`src/rtl/key_pulse_conditioner.sv`:
```
// Push-button conditioner: synchronizes an active-low key, debounces press and
// release, and emits a one-cycle pulse per accepted press plus a held level.
module key_pulse_conditioner #(
    parameter int DEBOUNCE = 4,
    parameter int CW       = 8
) (
    input  logic clk,
    input  logic reset,
    input  logic key_n,
    output logic pulse,
    output logic held
);

    typedef enum logic [1:0] {
        ST_IDLE         = 2'b00,
        ST_PRESS_WAIT   = 2'b01,
        ST_HELD         = 2'b10,
        ST_RELEASE_WAIT = 2'b11
    } state_t;

    localparam logic [CW-1:0] CNT_MAX = CW'(DEBOUNCE - 1);
    localparam logic [CW-1:0] CNT_ONE = CW'(1'b1);

    logic          sync1_r;
    logic          sync2_r;
    logic          ks_s;
    state_t        state_r;
    state_t        state_nxt_s;
    logic [CW-1:0] cnt_r;
    logic [CW-1:0] cnt_nxt_s;
    logic          pulse_r;
    logic          pulse_nxt_s;
    logic          held_r;
    logic          held_nxt_s;

    // Two-flop synchronizer; resets to the released (high) level.
    always_ff @(posedge clk or negedge reset) begin
        if (!reset) begin
            sync1_r <= 1'b1;
            sync2_r <= 1'b1;
        end else begin
            sync1_r <= key_n;
            sync2_r <= sync1_r;
        end
    end

    assign ks_s = ~sync2_r;

    // Next-state, counter and output decode for the debounce FSM.
    always_comb begin
        state_nxt_s = state_r;
        cnt_nxt_s   = cnt_r;
        pulse_nxt_s = 1'b0;
        case (state_r)
            ST_IDLE: begin
                if (ks_s) begin
                    state_nxt_s = ST_PRESS_WAIT;
                    cnt_nxt_s   = '0;
                end else begin
                    state_nxt_s = ST_IDLE;
                end
            end
            ST_PRESS_WAIT: begin
                if (!ks_s) begin
                    state_nxt_s = ST_IDLE;
                    cnt_nxt_s   = '0;
                end else if (cnt_r == CNT_MAX) begin
                    state_nxt_s = ST_HELD;
                    cnt_nxt_s   = '0;
                    pulse_nxt_s = 1'b1;
                end else begin
                    cnt_nxt_s = cnt_r + CNT_ONE;
                end
            end
            ST_HELD: begin
                if (!ks_s) begin
                    state_nxt_s = ST_RELEASE_WAIT;
                    cnt_nxt_s   = '0;
                end else begin
                    state_nxt_s = ST_HELD;
                end
            end
            ST_RELEASE_WAIT: begin
                if (ks_s) begin
                    state_nxt_s = ST_HELD;
                    cnt_nxt_s   = '0;
                end else if (cnt_r == CNT_MAX) begin
                    state_nxt_s = ST_IDLE;
                    cnt_nxt_s   = '0;
                end else begin
                    cnt_nxt_s = cnt_r + CNT_ONE;
                end
            end
            default: begin
                state_nxt_s = ST_IDLE;
                cnt_nxt_s   = '0;
            end
        endcase
        held_nxt_s = (state_nxt_s == ST_HELD) || (state_nxt_s == ST_RELEASE_WAIT);
    end

    // State, counter and registered outputs.
    always_ff @(posedge clk or negedge reset) begin
        if (!reset) begin
            state_r <= ST_IDLE;
            cnt_r   <= '0;
            pulse_r <= 1'b0;
            held_r  <= 1'b0;
        end else begin
            state_r <= state_nxt_s;
            cnt_r   <= cnt_nxt_s;
            pulse_r <= pulse_nxt_s;
            held_r  <= held_nxt_s;
        end
    end

    assign pulse = pulse_r;
    assign held  = held_r;

endmodule

```
`config.mk`:
```
export PLATFORM = sky130hd
export DESIGN_NAME = key_pulse_conditioner
export DESIGN_NICKNAME = d
export VERILOG_FILES = /design/src/rtl/key_pulse_conditioner.sv
export SDC_FILE = /design/constraint.sdc
export NUM_CORES = 1
export LEC_CHECK = 0
export ABC_AREA = 1
export CORE_AREA = 2 2 39 41
export CTS_BUF_LIST = sky130_fd_sc_hd__clkbuf_4 sky130_fd_sc_hd__clkbuf_8 sky130_fd_sc_hd__clkbuf_16
export DETAILED_ROUTE_END_ITERATION = 8
export DIE_AREA = 0 0 41 43
export HOLD_SLACK_MARGIN = 0.02
export MAX_ROUTING_LAYER = met4
export PLACE_DENSITY = 0.77
export SKIP_LAST_GASP = 1
export SLEW_MARGIN = 30
export SYNTH_ARGS = -nofsm -noshare
export SYNTH_HDL_FRONTEND = slang
export SYNTH_SLANG_ARGS = --single-unit
```
`constraint.sdc`:
```
create_clock -name clk -period 1.7 [get_ports clk]
set_input_delay 0.17 -clock clk [delete_from_list [all_inputs] [get_ports clk]]
set_output_delay 0.17 -clock clk [all_outputs]
set_load 0.01 [all_outputs]
```
# Yosys cells after proc, flatten, opt, wreduce, memory -nomap -nowiden
# Index checks and enable logic that the tools add are counted.
# Widths: inputs -> output; s select.
[word_totals]
out_inout_bits = 2
reg_bits = 14
in_bits = 3
word_cells = 34
[classes]
n_eq_ne = 8
reduce_logical = 3
addsub = 1
muxes = 16
[ops]
columns = ["op", "count"]
rows = [
  ["$mux 8", 5],
  ["$pmux 8 s4", 1],
  ["$add 8x1->8 const B", 1],
  ["$eq 2x2->1 const B", 4],
  ["$eq 8x2->1 const B", 1],
  ["$mux 2", 4],
  ["$pmux 2 s4", 1],
  ["$mux 1", 5],
  ["$ne 2x2->1 const B", 2],
  ["$eq 2x1->1 const B", 1],
  ["$logic_not 2->1", 1],
  ["$reduce_and 2->1", 1],
  ["$logic_or 1x1->1", 1],
]

# Logic depth before layout (Yosys ltp)
# Gate-level depths: netlist of the first run.
[logic_depth]
ltp_word = 6
ltp_mapped = 7

# Worst setup path after synthesis of the first run
# OpenSTA, ideal clock, no wires.
[synth_timing]
kind = "reg-to-reg"
startpoint = "reg cnt_r[0]"
endpoint = "reg cnt_r[2]"
arrival_time_ns = 1.058
slack_ns = 0.515
setup_time_ns = 0.128
path_stages_with_launch = 7
path_cell_list = "dfrtp_1 -> ha_1 -> nand2_1 -> nor2_1 -> nand2_2 -> nand2_2 -> o22ai_1"
[synth_via]
elab_chain_len = 4
word_cells_on_any_way = 6
[synth_lines]
columns = ["item", "line", "source"]
rows = [
  ["start: declaration", "29", "logic [CW-1:0] cnt_r;"],
  ["start signal: assignment", "111", "cnt_r <= cnt_nxt_s;"],
  ["$add 8x1->8 / $eq 8x2->1 (equally long branches)", "-", ""],
  ["$mux 8 *", "67, 87", ""],
  ["$mux 8, on equally long branches", "84, 64", ""],
  ["$pmux 8 s4 *", "54", "case (state_r)"],
]
# Every way passes the cells marked *; elsewhere a longest branch is shown, timed or not.
# A chain may end at the register's enable or synchronous reset.

# Worst setup path in the final report of the first run
[layout_timing]
startpoint = "reg held_r (netlist: held)"
endpoint = "out held"
[layout_lines]
columns = ["item", "line", "source"]
rows = [
  ["start: declaration", "33", "logic held_r;"],
  ["start signal: assignment", "113", "held_r <= held_nxt_s;"],
  ["end: declaration", "11", "output logic held"],
]
# No word-level cell between the ends.

==> Implementation_results.wiki, run 1 <==
{| class="wikitable"
! Metric !! Value
|-
| Clock latency on the worst-skew pair || 0.28 ns
|-
| Simple-gate area share of the yosys netlist || 30.5%
|-
| Final Max Slew Viols || 0
|-
| Wire length of the first global-routing pass || 2010 um
|-
| Total wire length after detailed routing || 1130 um
|-
| Clock sink total || 13
|-
| Total vias in the final route || 511
|-
| Synth area leaders || dfrtp_1, nand2_1, dfstp_2
|-
| Timing-limited maximum frequency || 696 MHz
|-
| Cell taking the most area after synthesis || dfrtp_1
|-
| Slowest stage delay, CP || 0.56 ns
|-
| Detail-routed via count per cell || 5.01
|-
| Post-Synthesis Cells || 78
|-
| Post-layout power || 893 uW
|-
| RSZ-0062 raised after global routing || no
|-
| CTS resizes || 0
|-
| Clock group share of total power || 23.5%
|-
| Highest net fanout along the worst path || 4
|-
| Final clock period utilization by the worst path || 84.5%
|-
| Flip-flop and latch count after synthesis || 13
|-
| Sequential-to-total area share from yosys stat || 48.2%
|-
| Buffers inserted during post-CTS setup optimization || 0
|-
| Remaining routing DRC violations || 0
|-
| Warnings, synthesis || 0
|-
| Cell leakage power || 0.356 nW
|-
| Die span in y || 43 um
|-
| Adder-Cell Fraction of Synth Area || 1.84%
|-
| Clock H-tree levels || 1
|-
| Global-route usage over all layers || 17.6%
|-
| Number of buffers created by CTS || 3
|-
| CTS tree || built
|-
| Dominant combinational cell family by area after synthesis || simple AND/OR/NAND/NOR gates
|-
| Antenna fix cells || 0
|-
| Worst Clk Skew || 0.00672 ns
|-
| CP cell instances || clkdlybuf4s50_1
|-
| Kind of cell adding the most delay to the critical path || buffers and inverters
|-
| Dpl ws || 0.410 ns
|-
| Initial antenna violation count || 0
|-
| Worst slew margin relative to its limit || 61.8%
|-
| Share of power burned in registers || 45.0%
|-
| Number of distinct library cells after synthesis || 21
|-
| Total net switching power || 323 uW
|-
| Post-synthesis share of cell area spent on xor and xnor gates || 3.86%
|-
| Hold WC Path Type || input port to asynchronous set/reset pin
|-
| Worst Setup Path Type || flip-flop to output pin
|-
| Post-route antenna net violation count || 0
|-
| Compound-Gate Fraction of Synth Area || 8.82%
|-
| Clock Path Buffers || 2
|-
| Number of enable flip-flop cells after synthesis || 0
|-
| Number of core rows || 14
|-
| Post-layout nets || 91
|-
| Internal power || 570 uW
|-
| Average cell area after synthesis || 8.73 sq um
|-
| Residual overflow from global routing || 0
|-
| Top FF cell, synth || dfrtp_1
|-
| Die footprint || 1760 sq um
|-
| # fillers || 124
|-
| CTS root buffer || clkbuf_4
|-
| Critical path's slowest cell || clkdlybuf4s50_1
|-
| Share of synthesized area spent on multiplexers || 0%
|-
| Arrival time reported for the critical path endpoint || 1.27 ns
|-
| Count leader, synth || nand2_1
|-
| Power density over cell area || 1160 nW/um^2
|-
| CP Data Required Time || 1.53 ns
|-
| Aggregate negative setup slack || 0 ns
|-
| CTS clock-pin slew for the worst setup and hold paths || 0.08 ns
|-
| CP bufs+invs || 1
|-
| Net Sw Frac || 36.2%
|-
| Run status || completed
|-
| Most common library cells after synthesis || nand2_1, dfrtp_1, inv_1, nand3_1, nor2_1
|-
| Number of hold-repair buffers added at the cts stage || 0
|-
| Horizontal extent of the die || 41 um
|-
| Measured slew at the worst slew-check pin || 0.571 ns
|-
| Final-report setup violation count || 0
|-
| Number of nets produced by synthesis || 82
|-
| Logic pwr share || 31.5%
|-
| Proportion of register bits with asynchronous set or reset after synthesis || 100%
|-
| Last weighted congestion value of the routability-driven placer || 0.819
|-
| Initial core utilization || 49.2%
|-
| Fraction of final layout cells with drive strength greater than 1 || 25.6%
|-
| Sort of element at the end of the critical path || output pin
|-
| 1st-iter DRT viols || 12
|-
| Area share of the largest cell type after synthesis || 40.4%
|-
| Post-route worst setup slack || 0.263 ns
|-
| Core Area || 1380 sq um
|-
| Maxcap violations || 0
|-
| Worst-case vdd ir drop || 0.000639 V
|-
| Layout overhead on the synthesized area || 13.2%
|-
| Final-report hold violation count || 0
|-
| Count of port buffers added during placement || 4
|-
| Count of pins on the block boundary || 5
|-
| Vias in the first global route || 492
|-
| Combined area of all synthesized cells || 681 sq um
|-
| Time the worst path needs with I/O delays and setup || 1.44 ns
|-
| Routed wirelength normalized by instance count || 11.1 um
|-
| First-pass iteration count of the detailed router || 4
|-
| Pin count of the biggest net entering global routing || 14
|-
| Type of element launching the critical path || flip-flop
|-
| HPWL after DPL || 820 um
|}
worst paths after layout:
kind	startpoint	to	slack [ns]	cells after the start
worst max register to register	cnt_r[0]	cnt_r[2]	0.40	6
worst max-delay path	held	held	0.26	1
min in group clk	key_n	sync1_r	0.30	1
worst min register to register	sync1_r	sync2_r	0.36	0
max in group asynchronous	reset	sync1_r	1.07	1
worst min-delay path	reset	cnt_r[5]	0.25	1
cells in the final DEF, fill, tap and decap left out, types with 2 or more instances in the layout:
cell	netlist	routed
a21oi_1	4	4
clkbuf_4	0	4
clkdlybuf4s50_1	0	4
dfrtp_1	11	11
dfstp_2	2	2
inv_1	6	6
inv_2	5	5
nand2_1	17	17
nand2_2	4	4
nand2_4	2	2
nand3_1	6	6
nor2_1	6	6
o21ai_0	2	2
o21ai_2	2	2
o22ai_1	2	2
xor2_1	2	2
per-stage QoR:
stage | utilization [%] | instances | hold slack (ns) | area, sq um
6_report | 55.7 | 102 | 0.247 | 771
5_1_grt | 55.7 | 102 | 0.286 | 771
4_1_cts | 55.7 | 102 | 0.266 | 771
3_5_place_dp | 53.5 | 98 | 0.350 | 741
3_3_place_gp | 53.5 | 98 | 0.347 | 741
2_1_floorplan | - | 78 | -0.126 | 681
area by class of cell:
class / count / area, sq um / area share [%]
flip-flops and latches: 13 / 328 / 42.5
multi-input cells: 53 / 307 / 39.8
inverters: 12 / 46.3 / 6.01
repair buffers: 4 / 40.0 / 5.19
clock buffers: 4 / 30.0 / 3.90
well taps: 16 / 20.0 / 2.60
flip-flops by register name, summed over array words and instances, names as in the netlist:
signal and flops:
sync1_r 1, sync2_r 1, pulse 1, cnt_r 8, state_r 1, held 1
power groups by stage:
stage	Clock (mW)	Combinational, mW	Sequential [mW]
final	0.210	0.281	0.401
after global routing	0.230	0.321	0.411
after CTS	0.215	0.285	0.402
after detailed placement	0	0.285	0.406
after global placement	0	0.274	0.405
after floorplan	0	0.210	0.406
routing by layer:
layer | vias up | routed length [um] | global-route usage [%] | share of wire, %
li1 | 263 | - | - | -
met1 | 230 | 538 | 25.0 | 48
met2 | 13 | 496 | 22.2 | 44
met3 | 5 | 54 | 3.14 | 4.8
met4 | 0 | 40 | 12.0 | 3.5
met5 | - | 0 | - | 0
cells by family after synthesis:
logic type,count (synthesis)
fa+ha+maj,1
xor+xnor,3
flops,13
buf+inv,12
simple gates,39
compound gates,10
No activity file was read; power rests on OpenSTA's default activity.
==> inputs of run 2 (changes only) <==
--- a/config.mk
+++ b/config.mk
@@ -6,10 +6,9 @@
 export NUM_CORES = 1
 export LEC_CHECK = 0
 export ABC_AREA = 1
-export CORE_AREA = 2 2 39 41
+export CORE_UTILIZATION = 49
 export CTS_BUF_LIST = sky130_fd_sc_hd__clkbuf_4 sky130_fd_sc_hd__clkbuf_8 sky130_fd_sc_hd__clkbuf_16
 export DETAILED_ROUTE_END_ITERATION = 8
-export DIE_AREA = 0 0 41 43
 export HOLD_SLACK_MARGIN = 0.02
 export MAX_ROUTING_LAYER = met4
 export PLACE_DENSITY = 0.77
==> constraint.sdc (replaced) <==
create_clock -name clk -period 1.3 [get_ports clk]
set_input_delay 0.13 -clock clk [delete_from_list [all_inputs] [get_ports clk]]
set_output_delay 0.13 -clock clk [all_outputs]
set_load 0.01 [all_outputs]
==> Implementation_results.wiki, run 2 (synthesis gave the netlist of run 1 again) <==
{| class="wikitable"
! Metric !! Value
|-
| Clock group share of total power || 21.5%
|-
| Antenna fix cells || 0
|-
| Sort of element at the end of the critical path || output pin
|-
| Final-report hold violation count || 0
|-
| Net Sw Frac || 36.2%
|-
| Residual overflow from global routing || 0
|-
| Routed wirelength normalized by instance count || 11.2 um
|-
| Most common cell after layout, fill and taps aside || nand2_1
|-
| Final-report setup violation count || 0
|-
| Kind of cell adding the most delay to the critical path || buffers and inverters
|-
| Most frequent cells in the layout || nand2_1, dfrtp_1, inv_1, nand3_1
|-
| Total net switching power || 451 uW
|-
| Share of power burned in registers || 41.7%
|-
| Power density over cell area || 1530 nW/um^2
|-
| Logic pwr share || 36.8%
|-
| Worst Setup Path Type || flip-flop to output pin
|-
| Post-route antenna net violation count || 0
|-
| Max reg flops || 8
|-
| Initial core utilization || 52.3%
|-
| Hold WC Path Type || input port to asynchronous set/reset pin
|-
| Die footprint || 1540 sq um
|-
| Post-layout nets || 95
|-
| Horizontal extent of the die || 39.3 um
|-
| Last weighted congestion value of the routability-driven placer || 0.869
|-
| Remaining routing DRC violations || 0
|-
| Highest net fanout along the worst path || 1
|-
| Count of port buffers added during placement || 4
|-
| Critical path's slowest cell || clkdlybuf4s50_1
|-
| Timing-limited maximum frequency || 803 MHz
|-
| Total stage count of the critical path || 1
|-
| WHS || 0.149 ns
|-
| CP cell instances || clkdlybuf4s50_1
|-
| Total vias in the final route || 531
|-
| Run status || completed
|-
| Clock Path Buffers || 2
|-
| Pin count of the biggest net entering global routing || 14
|-
| Worst Clk Skew || 0.00299 ns
|-
| Measured slew at the worst slew-check pin || 0.247 ns
|-
| Cell leakage power || 0.378 nW
|-
| Wire length of the first global-routing pass || 1840 um
|-
| Global-route usage over all layers || 19.4%
|-
| CP Data Required Time || 1.17 ns
|-
| CTS clock-pin slew for the worst setup and hold paths || 0.08 ns
|-
| Worst slew margin relative to its limit || 83.4%
|-
| Type of element launching the critical path || flip-flop
|-
| Fraction of final layout cells with drive strength greater than 1 || 31.1%
|-
| Layout overhead on the synthesized area || 19.5%
|-
| HPWL after DPL || 828 um
|-
| CTS tree || built
|-
| Initial antenna violation count || 0
|-
| Clock latency on the worst-skew pair || 0.27 ns
|-
| RSZ-0062 raised after global routing || yes
|-
| CP bufs+invs || 1
|-
| Number of buffers created by CTS || 3
|-
| First-pass iteration count of the detailed router || 4
|-
| Number of hold-repair buffers added at the cts stage || 0
|-
| Slowest stage delay, CP || 0.52 ns
|-
| Total wire length after detailed routing || 1180 um
|-
| Clock sink total || 13
|-
| Vias in the first global route || 437
|-
| Final clock period utilization by the worst path || 95.8%
|-
| Time the worst path needs with I/O delays and setup || 1.25 ns
|-
| Worst-case vdd ir drop || 0.000841 V
|-
| Number of core rows || 13
|-
| Cells on worst reg2reg path || 6
|-
| Detail-routed via count per cell || 5.06
|-
| Maxcap violations || 0
|-
| Arrival time reported for the critical path endpoint || 1.12 ns
|-
| Internal power || 795 uW
|-
| Core Area || 1300 sq um
|-
| 1st-iter DRT viols || 17
|-
| Core Util, Final || 62.5%
|-
| CTS root buffer || clkbuf_4
|-
| Clock H-tree levels || 1
|-
| Count of pins on the block boundary || 5
|-
| Die span in y || 39.3 um
|-
| Post-layout power || 1.25 mW
|-
| Top reg by flops || cnt_r
|-
| Final Max Slew Viols || 0
|}
[run 2: changes by cell type in the layout (fill, tap and decap cells not counted)]
cell,before,now
nor2_1,6,5
ha_4,0,1
nor2_2,0,1
ha_1,1,0
buf_4,0,4
dlygate4sd2_1,0,1
clkdlybuf4s50_1,4,3
[run 2: power by group through the flow]
| stage | logic (mW) | registers, mW | clock network (mW) |
|---|---|---|---|
| 6_report | 0.459 | 0.519 | 0.268 |
| 2_1_floorplan | 0.275 | 0.530 | 0 |
| 3_5_place_dp | 0.396 | 0.521 | 0 |
| 5_1_grt | 0.511 | 0.525 | 0.303 |
| 3_3_place_gp | 0.390 | 0.520 | 0 |
| 4_1_cts | 0.415 | 0.505 | 0.278 |
[run 2: layout make-up]
class / count / area, sq um
fill: 108 / 488
sequential: 13 / 328
multi-input combinational: 53 / 322
timing repair buffer: 8 / 68.8
inverter: 12 / 46.3
clock buffer: 4 / 30.0
tap: 15 / 18.8
[run 2: metrics by stage]
stage	TNS, ns	setup WS, ns	cells	cell area (sq um)
2_1_floorplan	0	0.115	78	681
4_1_cts	0	0.0394	104	791
3_5_place_dp	0	0.0696	99	754
6_report	0	0.0549	105	813
5_1_grt	-0.00813	-0.00813	105	813
3_3_place_gp	0	0.136	99	754
[run 2: final timing paths]
check | startpoint | to | slack (ns)
worst max-delay path | pulse | pulse | 0.05
worst min-delay path | reset | cnt_r[2] | 0.15
min in group clk | key_n | sync1_r | 0.26
worst min register to register | sync1_r | sync2_r | 0.36
max in group asynchronous | reset | sync2_r | 0.91
worst max register to register | cnt_r[1] | cnt_r[2] | 0.10
[run 2: per-layer routing]
layer | share of wire, % | vias to the layer above | global-route usage (%)
li1 | - | 272 | -
met1 | 51 | 250 | 24.5
met2 | 45 | 7 | 25.8
met3 | 2.3 | 2 | 5.11
met4 | 1.2 | 0 | 15.5
met5 | 0 | - | -
[run 2: timing repair]
| action | in CTS | in global routing |
|---|---|---|
| setup endpoints to repair | 1 | 4 |
| gates resized for setup | 1 | 3 |
| buffers inserted | 1 | 1 |
| pin swaps | 0 | 1 |
==> inputs of run 3 (changes only) <==
--- a/config.mk
+++ b/config.mk
@@ -6,6 +6,7 @@
 export NUM_CORES = 1
 export LEC_CHECK = 0
 export ABC_AREA = 1
+export CAP_MARGIN = 15
 export CORE_UTILIZATION = 49
 export CTS_BUF_LIST = sky130_fd_sc_hd__clkbuf_4 sky130_fd_sc_hd__clkbuf_8 sky130_fd_sc_hd__clkbuf_16
 export DETAILED_ROUTE_END_ITERATION = 8
==> results of run 3 <==
Final layout, timing and power as in run 2 (identical DEF).
